## config.mk

```make
export PLATFORM = sky130hd
export DESIGN_NAME = button_debounce
export DESIGN_NICKNAME = d
export VERILOG_FILES = /design/src/rtl/debounce_pkg.sv /design/src/rtl/sync_2ff.sv /design/src/rtl/button_debounce.sv
export SDC_FILE = /design/constraint.sdc
export NUM_CORES = 1
export LEC_CHECK = 0
export ABC_CLOCK_PERIOD_IN_PS = 2100
export CAP_MARGIN = 10
export CORE_ASPECT_RATIO = 1.25
export CORE_UTILIZATION = 45
export CTS_BUF_LIST = sky130_fd_sc_hd__clkbuf_4
export DETAILED_ROUTE_END_ITERATION = 8
export PLACE_DENSITY_LB_ADDON = 0.3
export SLEW_MARGIN = 20
export SYNTH_ARGS = -nofsm -noshare
export SYNTH_HDL_FRONTEND = slang
export SYNTH_SLANG_ARGS = --single-unit
```

## constraint.sdc

```tcl
create_clock -name clk -period 2.1 [get_ports clk]
set_clock_uncertainty 0.1 [all_clocks]
set_input_delay 0.315 -clock clk [delete_from_list [all_inputs] [get_ports clk]]
set_output_delay 0.315 -clock clk [all_outputs]
set_load 0.02 [all_outputs]
```

## src/rtl/debounce_pkg.sv

```systemverilog
// Shared types and constants for the button debouncer.
// Holds the FSM state encoding and counter limits.
package debounce_pkg;

  typedef enum logic [1:0] {
    STABLE_LO = 2'd0,
    WAIT_HI   = 2'd1,
    STABLE_HI = 2'd2,
    WAIT_LO   = 2'd3
  } db_state_t;

  localparam int DB_CNT_MAX_DEF = 1_000_000;
  localparam int DB_MIN_CNT     = 2;

endpackage

```

## src/rtl/sync_2ff.sv

```systemverilog
// Parameterised-depth synchroniser chain.
// Synchronous active-low reset clears every stage.
module sync_2ff #(
  parameter int DEPTH = 2
) (
  input  logic clk,
  input  logic reset,
  input  logic d,
  output logic q
);

  logic [DEPTH-1:0] ff;

  always_ff @(posedge clk) begin
    if (!reset) begin
      ff <= '0;
    end else begin
      ff[0] <= d;
      for (int i = 1; i < DEPTH; i++) begin
        ff[i] <= ff[i-1];
      end
    end
  end

  assign q = ff[DEPTH-1];

endmodule

```

## src/rtl/button_debounce.sv

```systemverilog
// Counter-based push-button debouncer with clean level output.
// BUTTON_DEBOUNCE_SYNC2_EN selects a 2-flop input synchroniser.
module button_debounce
  import debounce_pkg::*;
#(
  parameter int CNT_MAX = DB_CNT_MAX_DEF,
  parameter int CNT_W   = $clog2(CNT_MAX)
) (
  input  logic clk,
  input  logic reset,
  input  logic btn_in,
  output logic db_out,
  output logic db_busy
);

`ifdef BUTTON_DEBOUNCE_SYNC2_EN
  localparam int SYNC_L = 2;
`else
  localparam int SYNC_L = 1;
`endif

  localparam logic [CNT_W-1:0] CNT_LAST =
    CNT_W'(CNT_MAX - 1);
  localparam logic [CNT_W-1:0] CNT_ONE =
    CNT_W'(1);

  logic             s;
  db_state_t        state_q;
  db_state_t        state_d;
  logic [CNT_W-1:0] cnt_q;
  logic [CNT_W-1:0] cnt_d;
  logic             db_q;
  logic             db_d;

  sync_2ff #(
    .DEPTH(SYNC_L)
  ) u_sync (
    .clk  (clk),
    .reset(reset),
    .d    (btn_in),
    .q    (s)
  );

  always_ff @(posedge clk) begin
    if (!reset) begin
      state_q <= STABLE_LO;
      cnt_q   <= '0;
      db_q    <= 1'b0;
    end else begin
      state_q <= state_d;
      cnt_q   <= cnt_d;
      db_q    <= db_d;
    end
  end

  // Bounce abort is tested before count completion.
  always_comb begin
    state_d = state_q;
    cnt_d   = cnt_q;
    db_d    = db_q;
    unique case (state_q)
      STABLE_LO: begin
        if (s) begin
          state_d = WAIT_HI;
          cnt_d   = '0;
        end
      end
      WAIT_HI: begin
        if (!s) begin
          state_d = STABLE_LO;
          cnt_d   = '0;
        end else if (cnt_q == CNT_LAST) begin
          state_d = STABLE_HI;
          cnt_d   = '0;
          db_d    = 1'b1;
        end else begin
          cnt_d = cnt_q + CNT_ONE;
        end
      end
      STABLE_HI: begin
        if (!s) begin
          state_d = WAIT_LO;
          cnt_d   = '0;
        end
      end
      WAIT_LO: begin
        if (s) begin
          state_d = STABLE_HI;
          cnt_d   = '0;
        end else if (cnt_q == CNT_LAST) begin
          state_d = STABLE_LO;
          cnt_d   = '0;
          db_d    = 1'b0;
        end else begin
          cnt_d = cnt_q + CNT_ONE;
        end
      end
      default: begin
        state_d = STABLE_LO;
        cnt_d   = '0;
        db_d    = 1'b0;
      end
    endcase
  end

  assign db_out  = db_q;
  assign db_busy = (state_q == WAIT_HI) ||
                   (state_q == WAIT_LO);

endmodule

```

==> results of run 1 <==
cell families after synthesis:
| family | count (synthesis) |
|---|---|
| fa+ha+maj | 1 |
| simple gates | 61 |
| flops | 24 |
| mux | 4 |
| compound gates | 33 |
| xor+xnor | 7 |
| buf+inv | 7 |
cells in the final DEF (no fill, tap or decap), types with 2 or more instances in the layout:
cell             instances
a21oi_1                  5
a22o_1                   6
a31oi_1                 17
and2_1                   3
and3_1                  10
and4_1                   3
buf_4                    2
clkbuf_4                 3
clkdlybuf4s50_1          4
dfxtp_1                 24
inv_1                    2
mux2i_1                  4
nand2_1                 20
nand2b_1                 2
nand3_1                  5
nand3b_1                 2
nand4_1                  3
nor2_1                   6
nor3_1                   2
o21ai_0                  2
xnor2_1                  4
xor2_1                   2
synth_stat cells:
cell type and instances:
nor4_1 1, nand3b_1 2, a21oi_1 5, dfxtp_1 24
and4_1 3, and4_4 1, mux2i_1 4, xor2_2 1
nand3_1 5, nand4_1 3, buf_6 2, nand2_1 20
and3_4 1, a22oi_1 1, a21oi_4 1, and2_1 3
xor2_1 2, buf_2 2, and3_1 10, ha_1 1
nand3_2 1, nor2_1 6, nand2b_1 2, a41oi_1 1
a31oi_1 17, and4bb_1 1, nor3_1 2, xnor2_1 4
a22o_1 6, inv_1 2, o21ai_0 2, clkbuf_1 1
area by class of cell:
| type | instances | area, sq um | share of cell area [%] |
|---|---|---|---|
| inverter | 2 | 7.51 | 0.570 |
| timing repair buffer | 7 | 75.1 | 5.70 |
| clock buffer | 3 | 22.5 | 1.71 |
| tap | 33 | 41.3 | 3.14 |
| clock inverter | 1 | 3.75 | 0.285 |
| multi-input combinational | 106 | 686 | 52.1 |
| sequential | 24 | 480 | 36.5 |
worst min path at each step:
stage                          end  slack, ns     start  depth (start not counted)
after global routing      cnt_q[5]       0.41  cnt_q[5]                          1
final                     cnt_q[5]       0.38  cnt_q[5]                          1
after global placement    cnt_q[5]       0.34  cnt_q[5]                          1
after detailed placement  cnt_q[5]       0.36  cnt_q[5]                          1
after floorplan           cnt_q[5]       0.33  cnt_q[5]                          1
after CTS                 cnt_q[5]       0.38  cnt_q[5]                          1
stage by stage:
step / cell area [sq um] / instances
2_1_floorplan: 1210 / 137
5_1_grt: 1320 / 176
6_report: 1320 / 176
3_5_place_dp: 1290 / 172
3_3_place_gp: 1290 / 172
4_1_cts: 1320 / 176
layer usage:
layer	vias to the layer above	wire length, um	part of all wire [%]
met5	-	0	0
met4	0	54	2.3
met3	5	86	3.7
met2	24	1110	48
met1	468	1060	46
li1	521	-	-
power by group through the flow:
stage               clock, uW  combinational (uW)  sequential [uW]
finish                    207                40.4              464
global route              221                43.5              465
CTS                       214                40.7              464
detailed placement          0                40.4              474
global placement            0                40.5              474
floorplan                   0                20.9              475
sequential cells by signal (all words and copies together) (netlist names), named ones only:
signal,cells
state_q,1
db_out,1
cnt_q,20
u_sync.q,1
==> results.yml, run 1 <==
worst_hold_path:
  worstHoldPathType: "reg -> reg"
floorplan:
  die-area_sq_mm: 0.00290
  die_w_um: 48.4
  num_rows: 20
  start_util_pct: 48.3
  coreArea_sq_mm: 0.00250
  die_h_um: 60.0
  ios: 5
sta:
  setup_viol: 0
  clock.fmax_ghz: 0.550
  hold-worst-slack_ns: 0.379
  min_period_ns: 1.82
  tns_ns: 0
  fin_ws_ns: 0.281
  final-max-slew-violation-count: 0
  worst-slew-pin-transition_ns: 0.357
  slew_headroom_pct: 76.2
  hold_viol_final: 0
  finalCritPeriodShare_pct: 86.6
  rsz0062_at_grt: "no"
global_routing:
  grt_pass1_vias: 884
  antenna_found_initial: 0
  met3_usage_pct: 1.53
  met2_usage_pct: 31.2
  grt_util_all_layers_pct: 17.5
  met1_usage_pct: 21.0
  busiest_layer: "met2"
  grt_max_degree: 29
  grt_first_pass_wirelength_um: 3880
  grt.overflow.total: 0
critical_path:
  crit_fanout: 6
  cp_slowest_stage_delay_ns: 0.64
  worstPathCellList: "clkdlybuf4s50_1"
  reg2reg_depth: 7
  path_delay_family: "buffers and inverters"
  startpoint_type: "flip-flop"
  endpoint_kind: "primary output"
  timing.rr.end: "cnt_q[13]"
  path_depth: 1
  cp.buffers_inverters: 1
  regToRegStartpoint: "cnt_q[0]"
  cpMaxStageDelayCell: "clkdlybuf4s50_1"
  cp-endpoint: "db_busy"
  critical_path_class: "reg -> out"
  critical_path_arrival_ns: 1.40
  required_ns: 1.68
  ff2ff_setup_slack_ns: 0.28
  crit_start: "state_q[0]"
power_and_ir_drop:
  total_power_uw: 711
  powerDensity_mw_per_mm2: 540
  power_frac_seq_pct: 65.2
  cellInternalPower_uw: 545
  irDropWorstVdd_mv: 0.466
  p_sw_share_pct: 23.3
  leakagePower_uw: 0.000487
  pwr-share-clk_pct: 29.1
  p_sw_uw: 166
  pwr-share-comb_pct: 5.7
logic_synthesis:
  yosysTopAreaCell: "dfxtp_1"
  netlist-cell-type-count: 32
  synthAdderAreaFrac_pct: 1.03
  yosys.area_share.simple_pct: 27.9
  syn_area_per_cell_sq_um: 8.83
  synth-xor-area-share_pct: 5.69
  synthCells: 137
  yosysSeqAreaShare_pct: 39.7
  syn-num-nets: 141
  netlist_area_sq_mm: 0.00121
  synthTopCellsByArea: "dfxtp_1 (40%), a31oi_1 (8.8%), nand2_1 (6.2%), and3_1 (5.2%), a22o_1 (4.3%)"
  synth_mux_area_share_pct: 3.31
  ys_seq_elements: 24
  synth_compound_gate_area_share_pct: 18.7
  synth_top_family_by_area: "simple AND/OR/NAND/NOR gates"
  ys_warn_count: 0
  synth_top_area_share_pct: 39.7
drt:
  first_iter_violations: 41
  firstDrtPassIters: 4
  drc: 0
  final_antenna_net_count: 0
  vias: 1018
  wirelength_um: 2310
  viasPerCell: 5.78
  wl_per_cell_um: 13.1
cells_and_area:
  fin_nets: 148
  final_util_pct: 52.6
  num_antenna_cells: 0
  drive_gt1_share_pct: 7.69
  fillers: 238
  syn_to_final_growth_pct: 8.79
cts:
  clk_latency_ns: 0.32
  cts_sinks: 24
  cts_tree: "done"
  cts_hold_buf: 0
  post_cts_buffers: 0
  cts-buffers-inserted: 3
  clkTransAtPathRegs_ns: 0.12
  post_cts_resized: 0
  cts_max_level: 1
  cts-root-buf: "clkbuf_4"
  cts_buffer_depth: 2
placed_design:
  hpwl_um: 1660
  port_buffers: 4
  post-place-ws_ns: 0.334
  globalplace.congestion: 0.817
run_status:
  status: "finished clean"
job:
  max_cap_violations: 0
No activity file was read; power rests on OpenSTA's default activity.
==> inputs of run 2 (changes only) <==
--- a/config.mk
+++ b/config.mk
@@ -8,8 +8,9 @@
 export ABC_CLOCK_PERIOD_IN_PS = 2100
 export CAP_MARGIN = 10
 export CORE_ASPECT_RATIO = 1.25
+export CORE_MARGIN = 5
 export CORE_UTILIZATION = 45
-export CTS_BUF_LIST = sky130_fd_sc_hd__clkbuf_4
+export CTS_BUF_LIST = sky130_fd_sc_hd__clkbuf_4 sky130_fd_sc_hd__clkbuf_8
 export DETAILED_ROUTE_END_ITERATION = 8
 export PLACE_DENSITY_LB_ADDON = 0.3
 export SLEW_MARGIN = 20
==> results.yml, run 2 (synthesized netlist as in run 1, its figures left out) <==
run_status:
  status: "finished clean"
floorplan:
  die-area_sq_mm: 0.00383
  die_h_um: 68.0
  start_util_pct: 46.0
  die_w_um: 56.4
  num_rows: 21
  coreArea_sq_mm: 0.00263
  ios: 5
critical_path:
  cp_slowest_stage_delay_ns: 0.65
  worstPathCellList: "clkdlybuf4s50_1"
  path_delay_family: "buffers and inverters"
  cp.buffers_inverters: 1
  startpoint_type: "flip-flop"
  required_ns: 1.68
  critical_path_class: "reg -> out"
  critical_path_arrival_ns: 1.42
  cpMaxStageDelayCell: "clkdlybuf4s50_1"
  crit_fanout: 6
  endpoint_kind: "primary output"
drt:
  wirelength_um: 2370
  final_antenna_net_count: 0
  first_iter_violations: 32
  firstDrtPassIters: 4
  wl_per_cell_um: 13.4
  vias: 1049
  viasPerCell: 5.93
  drc: 0
cells_and_area:
  fillers: 253
  top_register: "cnt_q"
  fin_nets: 148
  stdcell_area_sq_mm: 0.00133
  num_antenna_cells: 0
  drive_gt1_share_pct: 8.39
  syn_to_final_growth_pct: 9.72
  layout_common_cells: "dfxtp_1 (24), nand2_1 (20), a31oi_1 (17)"
  layout_commonest_cell: "dfxtp_1"
  multi_input_area_sq_um: 686
  largest_reg_flops: 20
  final-seq-area_sq_um: 480
sta:
  slew_headroom_pct: 74.8
  tns_ns: 0
  hold_viol_final: 0
  finalCritPeriodShare_pct: 87.5
  worst-slew-pin-transition_ns: 0.377
  min_period_ns: 1.84
  rsz0062_at_grt: "no"
  setup_viol: 0
  clock.fmax_ghz: 0.544
  final-max-slew-violation-count: 0
worst_hold_path:
  worstHoldPathType: "reg -> reg"
global_routing:
  grt_util_all_layers_pct: 13.7
  met3_usage_pct: 2.08
  grt.overflow.total: 0
  met2_usage_pct: 24.0
  grt_first_pass_wirelength_um: 4170
  busiest_layer: "met2"
  grt_pass1_vias: 1033
  met1_usage_pct: 15.3
  grt_max_degree: 29
  antenna_found_initial: 0
placed_design:
  placed_area_sq_mm: 0.00129
  hpwl_um: 1740
  globalplace.congestion: 0.884
  port_buffers: 4
power_and_ir_drop:
  powerDensity_mw_per_mm2: 561
  irDropWorstVdd_mv: 0.380
  leakagePower_uw: 0.000492
cts:
  post_cts_buffers: 0
  cts_sinks: 24
  cts_max_level: 1
  cts_tree: "done"
  cts-root-buf: "clkbuf_4"
  cts_buffer_depth: 2
  cts-buffers-inserted: 3
  cts_hold_buf: 0
  clk_latency_ns: 0.31
  clkTransAtPathRegs_ns: 0.13
  post_cts_resized: 0
job:
  max_cap_violations: 0
-- run 2: changes by cell type in the layout (fill, tap and decap cells not counted), sizes merged --
cell	delta
clkbuf	+1
clkinv	-1
-- run 2: report_power, final --
part           internal [uW]  switching (uW)
combinational           16.2            24.9
sequential               459            4.41
clock                    106             134
-- run 2: cell type report --
class / count / share of cell area (%)
flip-flops and latches: 24 / 36.2
inverters: 2 / 0.566
clock buffers: 4 / 2.73
multi-input cells: 106 / 51.6
repair buffers: 7 / 5.66
well taps: 34 / 3.20
-- run 2: layer usage --
layer | wire length (um) | vias to the layer above
met3 | 106 | 6
met2 | 1150 | 32
li1 | - | 520
met1 | 1060 | 491
met4 | 43 | 0
met5 | 0 | -
-- run 2: path summary, 6_finish.rpt --
check | slack [ns] | endpoint | startpoint | depth (start not counted)
worst min-delay path | 0.37 | cnt_q[5] | cnt_q[5] | 1
worst min register to register | 0.37 | cnt_q[5] | cnt_q[5] | 1
worst max-delay path | 0.26 | db_busy | state_q[0] | 1
worst max register to register | 0.26 | cnt_q[15] | cnt_q[0] | 7
-- run 2: metrics by stage --
stage	worst slack [ns]	instances	hold slack, ns	power [uW]	util, %
2_1_floorplan	0.337	137	0.331	496	-
3_3_place_gp	0.360	173	0.344	514	49.1
3_5_place_dp	0.288	173	0.360	515	49.1
4_1_cts	0.251	177	0.377	752	50.5
5_1_grt	0.132	177	0.388	779	50.5
6_report	0.262	177	0.372	745	50.5
==> inputs of run 3 (changes only) <==
--- a/config.mk
+++ b/config.mk
@@ -5,7 +5,7 @@
 export SDC_FILE = /design/constraint.sdc
 export NUM_CORES = 1
 export LEC_CHECK = 0
-export ABC_CLOCK_PERIOD_IN_PS = 2100
+export ABC_CLOCK_PERIOD_IN_PS = 1600
 export CAP_MARGIN = 10
 export CORE_ASPECT_RATIO = 1.25
 export CORE_MARGIN = 5
==> constraint.sdc (replaced) <==
create_clock -name clk -period 1.6 [get_ports clk]
set_clock_uncertainty 0.1 [all_clocks]
set_input_delay 0.24 -clock clk [delete_from_list [all_inputs] [get_ports clk]]
set_output_delay 0.24 -clock clk [all_outputs]
set_load 0.02 [all_outputs]
==> results.yml, run 3 (synthesized netlist as in run 1, its figures left out) <==
floorplan:
  die_w_um: 56.4
  num_rows: 21
  die_h_um: 68.0
  start_util_pct: 46.0
  coreArea_sq_mm: 0.00263
  die-area_sq_mm: 0.00383
  ios: 5
critical_path:
  reg2reg_depth: 6
  cp.buffers_inverters: 1
  startpoint_type: "flip-flop"
  critical_path_class: "reg -> reg"
  ff2ff_setup_slack_ns: -0.05
  crit_start: "cnt_q[10]"
  timing.rr.end: "cnt_q[18]"
  cp-endpoint: "cnt_q[18]"
  endpoint_kind: "flip-flop"
  crit_fanout: 4
  cp_slowest_stage_delay_ns: 0.40
  path_depth: 6
  path_delay_family: "simple AND/OR/NAND/NOR gates"
  critical_path_arrival_ns: 1.78
  required_ns: 1.73
  worstPathCellList: "buf_4 -> and4_1 -> and3_4 -> nand4_1 -> xnor2_1 -> a22o_1"
  regToRegStartpoint: "cnt_q[10]"
  cpMaxStageDelayCell: "dfxtp_1"
drt:
  final_antenna_net_count: 0
  wirelength_um: 2690
  viasPerCell: 5.60
  first_iter_violations: 34
  wl_per_cell_um: 13.3
  firstDrtPassIters: 4
  drc: 0
  vias: 1137
cells_and_area:
  layout_common_cells: "buf_4 (28), nand2_1 (20), dfxtp_1 (20)"
  fillers: 248
  layout_commonest_cell: "buf_4"
  syn_to_final_growth_pct: 32.5
  largest_reg_flops: 20
  top_register: "cnt_q"
  fin_nets: 174
  drive_gt1_share_pct: 30.2
  final_util_pct: 61.0
  num_antenna_cells: 0
power_and_ir_drop:
  power_frac_seq_pct: 54.9
  p_sw_share_pct: 20.4
  irDropWorstVdd_mv: 0.565
  cellInternalPower_uw: 878
  pwr-share-comb_pct: 5.5
  pwr-share-clk_pct: 39.6
  p_sw_uw: 225
  leakagePower_uw: 0.000647
  powerDensity_mw_per_mm2: 688
placed_design:
  globalplace.congestion: 0.828
  port_buffers: 4
  hpwl_um: 1960
sta:
  worst-slew-pin-transition_ns: 0.295
  setup_viol: 12
  hold_viol_final: 0
  tns_ns: -0.272
  rsz0062_at_grt: "yes"
  final-max-slew-violation-count: 0
  min_period_ns: 1.65
  clock.fmax_ghz: 0.605
  fin_ws_ns: -0.0525
  hold-worst-slack_ns: 0.378
  finalCritPeriodShare_pct: 103
  slew_headroom_pct: 80.3
global_routing:
  grt_max_degree: 29
  met2_usage_pct: 31.1
  grt.overflow.total: 0
  grt_first_pass_wirelength_um: 4850
  met1_usage_pct: 17.6
  antenna_found_initial: 0
  grt_pass1_vias: 1179
  busiest_layer: "met2"
  met3_usage_pct: 1.89
  grt_util_all_layers_pct: 15.8
cts:
  cts_hold_buf: 0
  cts_max_level: 1
  clkTransAtPathRegs_ns: 0.14
  clk_latency_ns: 0.31
  cts_buffer_depth: 2
  cts_tree: "done"
  cts-root-buf: "clkbuf_4"
  cts-buffers-inserted: 3
  cts_sinks: 24
run_status:
  violations: "negative setup slack"
  status: "finished with violations"
worst_hold_path:
  worstHoldPathType: "reg -> reg"
job:
  max_cap_violations: 0
==> run 3: changes by cell type in the layout (fill, tap and decap cells not counted), sizes merged <==
| cell | before | now |
|---|---|---|
| clkdlybuf4s50 | 4 | 2 |
| dlygate4sd2 | 0 | 2 |
| bufinv | 0 | 1 |
| buf | 3 | 29 |
| clkbuf | 4 | 3 |
==> run 3: how the worst min path moves through the flow <==
| stage | to | from | slack [ns] | depth (start not counted) |
|---|---|---|---|---|
| 6_report | cnt_q[5] | cnt_q[5] | 0.38 | 1 |
| 5_1_grt | cnt_q[5] | cnt_q[5] | 0.39 | 1 |
| 4_1_cts | cnt_q[5] | cnt_q[5] | 0.38 | 1 |
| 3_5_place_dp | cnt_q[5] | cnt_q[5] | 0.36 | 1 |
| 3_3_place_gp | cnt_q[5] | cnt_q[5] | 0.36 | 1 |
| 2_1_floorplan | u_sync.q | reset | 0.26 | 1 |
==> run 3: through the flow <==
step,cells,power [uW],worst slack (ns),cell area (sq um)
2_1_floorplan,137,651,-0.00451,1250
3_3_place_gp,194,682,-0.0233,1480
3_5_place_dp,194,684,-0.0677,1480
4_1_cts,202,1110,-0.0509,1580
5_1_grt,203,1140,-0.140,1600
6_report,203,1100,-0.0525,1600
==> run 3: timing repair <==
item,4_1_cts,5_1_grt
pin swaps,1,5
gates resized for setup,8,4
buffers inserted,4,1
gates cloned,0,0
endpoints found under the setup margin,17,21
==> run 3: routing by layer <==
layer	part of all wire (%)	routed length, um
met1	45	1200
met2	53	1420
met3	2.3	61
met4	0.59	16
met5	0	0
==> run 3: cell type report <==
type / instances / area, sq um / area share [%]
clock buffers: 3 / 22.5 / 1.41
clock inverters: 1 / 30.0 / 1.87
flip-flops and latches: 24 / 490 / 30.6
well taps: 34 / 42.5 / 2.65
multi-input cells: 106 / 742 / 46.3
repair buffers: 33 / 268 / 16.7
inverters: 2 / 7.51 / 0.468
==> run 3: power by group through the flow <==
stage	combinational, uW	sequential, uW	clock, uW
after CTS	59.9	607	447
after detailed placement	62.2	622	0
after floorplan	27.6	624	0
after global placement	60.8	622	0
final	60.2	606	437
after global routing	67.4	607	468
